--- config.mk ---
export PLATFORM = sky130hd
export DESIGN_NAME = axi4_wdata_fifo_drain
export DESIGN_NICKNAME = d
export VERILOG_FILES = /design/src/rtl/axi4_wdata_fifo_drain.sv
export SDC_FILE = /design/constraint.sdc
export NUM_CORES = 1
export LEC_CHECK = 0
export CAP_MARGIN = 25
export CORE_ASPECT_RATIO = 0.8
export CORE_MARGIN = 2
export CORE_UTILIZATION = 30
export DETAILED_ROUTE_END_ITERATION = 10
export SLEW_MARGIN = 25
export SYNTH_ARGS = -nofsm -noshare
export SYNTH_HDL_FRONTEND = slang
export SYNTH_SLANG_ARGS = --single-unit
--- constraint.sdc ---
create_clock -name clk_i -period 1.7 [get_ports clk_i]
set_input_delay 0.51 -clock clk_i [delete_from_list [all_inputs] [get_ports clk_i]]
set_output_delay 0.51 -clock clk_i [all_outputs]
set_load 0.005 [all_outputs]
--- src/rtl/axi4_wdata_fifo_drain.sv ---
// axi4_wdata_fifo_drain
// Read-side consumer of the 37-bit AXI4 write-data CDC FIFO. Pops FWFT entries
// {last, strb, data}, pairs them with burst-length commands and presents them on
// an AXI4 W channel through a 2-entry registered output buffer. FIFO 'last' flags
// are checked against the command length and mismatches latch into last_err_o.
//
// state | meaning
// IDLE  | waiting for a burst command, cmd_ready_o=1, no pops
// DATA  | popping beats of the current burst until beat_cnt reaches len_q
module axi4_wdata_fifo_drain #(
  parameter bit FORCE_LAST = 1'b0,
  parameter bit CHECK_LAST = 1'b1
) (
  input  logic        clk_i,
  input  logic        rst_ni,
  input  logic        cmd_valid_i,
  input  logic [7:0]  cmd_len_i,
  output logic        cmd_ready_o,
  input  logic        fifo_empty_i,
  input  logic [36:0] fifo_data_i,
  output logic        fifo_pop_o,
  output logic        axi_wvalid_o,
  output logic [31:0] axi_wdata_o,
  output logic [3:0]  axi_wstrb_o,
  output logic        axi_wlast_o,
  input  logic        axi_wready_i,
  output logic        burst_done_o,
  output logic        last_err_o,
  input  logic        err_clr_i
);

  typedef enum logic {IDLE = 1'b0, DATA = 1'b1} state_e;

  state_e      state_q, state_d;
  logic [7:0]  len_q, len_d;
  logic [7:0]  beat_cnt_q, beat_cnt_d;
  logic [36:0] obuf0_q, obuf0_d;
  logic [36:0] obuf1_q, obuf1_d;
  logic [1:0]  obuf_cnt_q, obuf_cnt_d;
  logic        last_err_q, last_err_d;

  logic        pop;
  logic        exp_last;
  logic        w_hs;
  logic        push_last;
  logic [36:0] push_ent;

  // pop only while a burst is open, data is present and the output buffer has room
  assign pop       = (state_q == DATA) & ~fifo_empty_i & (obuf_cnt_q != 2'd2);
  assign exp_last  = (beat_cnt_q == len_q);
  assign push_last = FORCE_LAST ? exp_last : fifo_data_i[36];
  assign push_ent  = {push_last, fifo_data_i[35:0]};
  assign w_hs      = axi_wvalid_o & axi_wready_i;

  assign cmd_ready_o  = (state_q == IDLE);
  assign fifo_pop_o   = pop;
  assign axi_wvalid_o = (obuf_cnt_q != 2'd0);
  assign axi_wdata_o  = obuf0_q[31:0];
  assign axi_wstrb_o  = obuf0_q[35:32];
  assign axi_wlast_o  = obuf0_q[36];
  assign burst_done_o = w_hs & axi_wlast_o;
  assign last_err_o   = last_err_q;

  // next-state: command accept in IDLE, beat counting and burst close in DATA
  always_comb begin
    state_d    = state_q;
    len_d      = len_q;
    beat_cnt_d = beat_cnt_q;
    case (state_q)
      IDLE: begin
        if (cmd_valid_i) begin
          len_d      = cmd_len_i;
          beat_cnt_d = 8'd0;
          state_d    = DATA;
        end
      end
      DATA: begin
        if (pop) begin
          // saturate: a 256-beat burst closes on beat_cnt==255 anyway
          if (beat_cnt_q != 8'hFF) beat_cnt_d = beat_cnt_q + 8'd1;
          if (exp_last) state_d = IDLE;
        end
      end
    endcase
  end

  // output buffer: obuf0 is always the head; obuf1 only holds a second beat
  always_comb begin
    obuf0_d    = obuf0_q;
    obuf1_d    = obuf1_q;
    obuf_cnt_d = obuf_cnt_q;
    case (obuf_cnt_q)
      2'd0: begin
        if (pop) begin
          obuf0_d    = push_ent;
          obuf_cnt_d = 2'd1;
        end
      end
      2'd1: begin
        if (pop && w_hs) begin
          obuf0_d = push_ent;
        end else if (pop) begin
          obuf1_d    = push_ent;
          obuf_cnt_d = 2'd2;
        end else if (w_hs) begin
          obuf_cnt_d = 2'd0;
        end
      end
      2'd2: begin
        if (w_hs) begin
          obuf0_d    = obuf1_q;
          obuf_cnt_d = 2'd1;
        end
      end
      default: obuf_cnt_d = 2'd0;
    endcase
  end

  // sticky last-flag mismatch; a new mismatch wins over a clear in the same cycle
  always_comb begin
    last_err_d = last_err_q;
    if (CHECK_LAST && pop && (fifo_data_i[36] != exp_last)) begin
      last_err_d = 1'b1;
    end else if (err_clr_i) begin
      last_err_d = 1'b0;
    end
  end

  // register bank
  always_ff @(posedge clk_i or negedge rst_ni) begin
    if (!rst_ni) begin
      state_q    <= IDLE;
      len_q      <= 8'd0;
      beat_cnt_q <= 8'd0;
      obuf0_q    <= 37'd0;
      obuf1_q    <= 37'd0;
      obuf_cnt_q <= 2'd0;
      last_err_q <= 1'b0;
    end else begin
      state_q    <= state_d;
      len_q      <= len_d;
      beat_cnt_q <= beat_cnt_d;
      obuf0_q    <= obuf0_d;
      obuf1_q    <= obuf1_d;
      obuf_cnt_q <= obuf_cnt_d;
      last_err_q <= last_err_d;
    end
  end

endmodule
==> results.yml <==
outcome:
  status: "finished with violations"
  violations: "setup timing"
finish:
  drive_above_1_share: 0.181
  most-common-layout-cells: "dfrtp_1, nand2_1, clkdlybuf4s50_1"
  area_growth_pct: 45.0
  nNetsFinal: 573
  final_common_cell: "dfrtp_1"
  n_antenna_cell: 0
synthesis:
  synth_enable_flop_cells: 0
  synth_cell_types: 43
  synth_async_sr_flop_share: 1.00
  syn-mean-instance-area_um2: 10.7
  ys_ff_latch: 94
  syn-num-nets: 440
  synth_warnings: 0
  netlist_area_mm2: 0.00416
  synth_cells: 388
  ys.flop_type: "dfrtp_1"
  yosysSeqAreaShare: 0.565
die:
  coreArea_mm2: 0.0136
  initial_core_util: 0.307
  die-height_um: 109
  rows: 38
  die_w_um: 136
  io_pins: 93
  fp.dieArea_mm2: 0.0148
setup_path:
  cp.required_ns: 1.19
  crit_path_start_kind: "flip-flop"
  critPathCaptureType: "primary output"
  r2r_setup_slack_ns: -0.02
  reg2reg_to: "beat_cnt_q[0]$_DFFE_PN0P_"
  startpoint: "obuf_cnt_q[1]$_DFFE_PN0P_"
  ff2ff_path_depth: 7
  reg2reg_from: "beat_cnt_q[0]$_DFFE_PN0P_"
  arrival_ns: 1.28
  path_max_fanout: 2
  crit_type: "flip-flop to primary output"
  cp-endpoint: "burst_done_o"
clocking:
  postCtsHoldBufs: 0
  clockBufferDepth: 2
  clk_latency_ns: 0.35
  cts_tree: "yes"
  htreeDepth: 3
  cts_root_buffer: "clkbuf_16"
  cts_sinks: 94
  numCtsBuffers: 9
  path_clk_slew_ns: 0.07
sta:
  clock.fmax_mhz: 559
  period_needed_ns: 1.79
  timing.final.crit_share: 1.05
  fin_skew_ns: 0.00796
  grt_setup_unrepaired: "true"
  worstMarginPinSlew_ns: 0.447
  finalSetupViolCount: 4
  hold_violations: 0
  maxSlewViolCount: 0
  timing.final.ws_setup_ns: -0.0887
  fin_setup_tns_ns: -0.131
  hold_slack_ns: 0.0961
  worst_slew_margin_rel: 0.702
drt:
  routed_wl_um: 10700
  num_vias: 3339
  drt_iter0_markers: 153
  wl_per_cell_um: 15.1
  drt-pass1-iter-count: 4
  drc_errors: 0
  ant_nets: 0
  vias_per_cell: 4.73
grt:
  grt_pass1_wl_um: 16600
  grt_pass1_vias: 3360
  grt_overflow: 0
  grt_usage: 0.146
  grt_max_degree: 40
  grt_antenna_before_repair: 0
placed_design:
  portBuffers: 92
  gp_congestion: 0.854
  pre_cts_ws_ns: -0.565
  dp_hpwl_um: 6910
hold_path:
  hp-class: "input pin to asynchronous set/reset pin"
power:
  power_leakage_nw: 2.63
  ir_drop_v: 0.000722
  powerDensity_mw_per_mm2: 1470
job:
  maxCapViolCount: 0
## routing by layer
metal,track usage,part of all wire
met1,0.183,0.46
met2,0.238,0.47
met3,0.0503,0.059
met4,0.0499,0.015
met5,0,0
## cells in the mapped netlist, types with 2 or more instances
library cell / instances / area share
dfrtp_1: 94 / 0.56
nand2_1: 81 / 0.073
mux2_1: 45 / 0.12
nor2_1: 40 / 0.036
a31oi_1: 39 / 0.059
buf_2: 12 / 0.014
xnor2_1: 8 / 0.017
a21oi_1: 5 / 0.0060
buf_4: 5 / 0.0090
clkbuf_1: 5 / 0.0045
nand2b_1: 5 / 0.0075
and3_1: 4 / 0.0060
a211o_1: 3 / 0.0063
buf_1: 3 / 0.0027
nand3_1: 3 / 0.0036
nor3_1: 3 / 0.0036
a22o_1: 2 / 0.0042
a41oi_1: 2 / 0.0042
and2b_1: 2 / 0.0036
inv_1: 2 / 0.0018
nand4_1: 2 / 0.0030
nor3b_1: 2 / 0.0036
## metrics by stage
stage	instances	util	power (mW)	area [um^2]
floorplan	388	-	5.24	4180
global placement	666	0.406	6.67	5510
detailed placement	666	0.406	6.81	5510
CTS	697	0.434	8.80	5880
global route	706	0.446	9.50	6040
finish	706	0.446	8.86	6040
## cell type report
type	count	area, um^2
fill	1301	7510
clock buffer	10	239
multi-input combinational	265	1730
timing repair buffer	148	1420
inverter	3	11.3
tap	180	225
sequential	94	2350
clock inverter	6	61.3
## worst min-delay path by stage
stage                 from                         to  slack [ns]  depth (start not counted)
finish              rst_ni       len_q[7]$_DFFE_PN0P_         0.1                          1
global route        rst_ni       len_q[1]$_DFFE_PN0P_        0.11                          1
CTS                 rst_ni       len_q[1]$_DFFE_PN0P_        0.09                          1
detailed placement  rst_ni       len_q[2]$_DFFE_PN0P_        0.47                          1
global placement    rst_ni       len_q[2]$_DFFE_PN0P_        0.47                          1
floorplan           rst_ni  beat_cnt_q[0]$_DFFE_PN0P_        0.21                          0
## critical path, cell delays in order (launching register included)
cell and delay, ns:
dfrtp_1 0.39, or2_4 0.26, and3_4 0.18, buf_6 0.11
## logic make-up after synthesis
kind of cell	after synthesis	synth area share
mux	45	0.122
fa+ha+maj	1	0.00300
xor+xnor	9	0.0189
simple gates	151	0.157
buf+inv	29	0.0361
compound gates	59	0.0983
flops	94	0.565
## power breakdown
group | total [mW] | internal, mW | switching [mW]
clock | 2.02 | 1.17 | 0.842
sequential | 3.68 | 3.18 | 0.498
combinational | 3.17 | 1.79 | 1.38
## repair_timing
item,CTS,global route
gates cloned,0,3
endpoints found under the setup margin,116,28
pin swaps,5,4
gates resized for setup,61,10
setup buffers,15,6
## state kept, by name (all words and copies together) (netlist names)
signal and cells:
obuf0_q 37, obuf1_q 37, beat_cnt_q 8, len_q 8, obuf_cnt_q 2, last_err_o 1, state_q 1
Note: power is estimated with default switching activity, not from simulation.
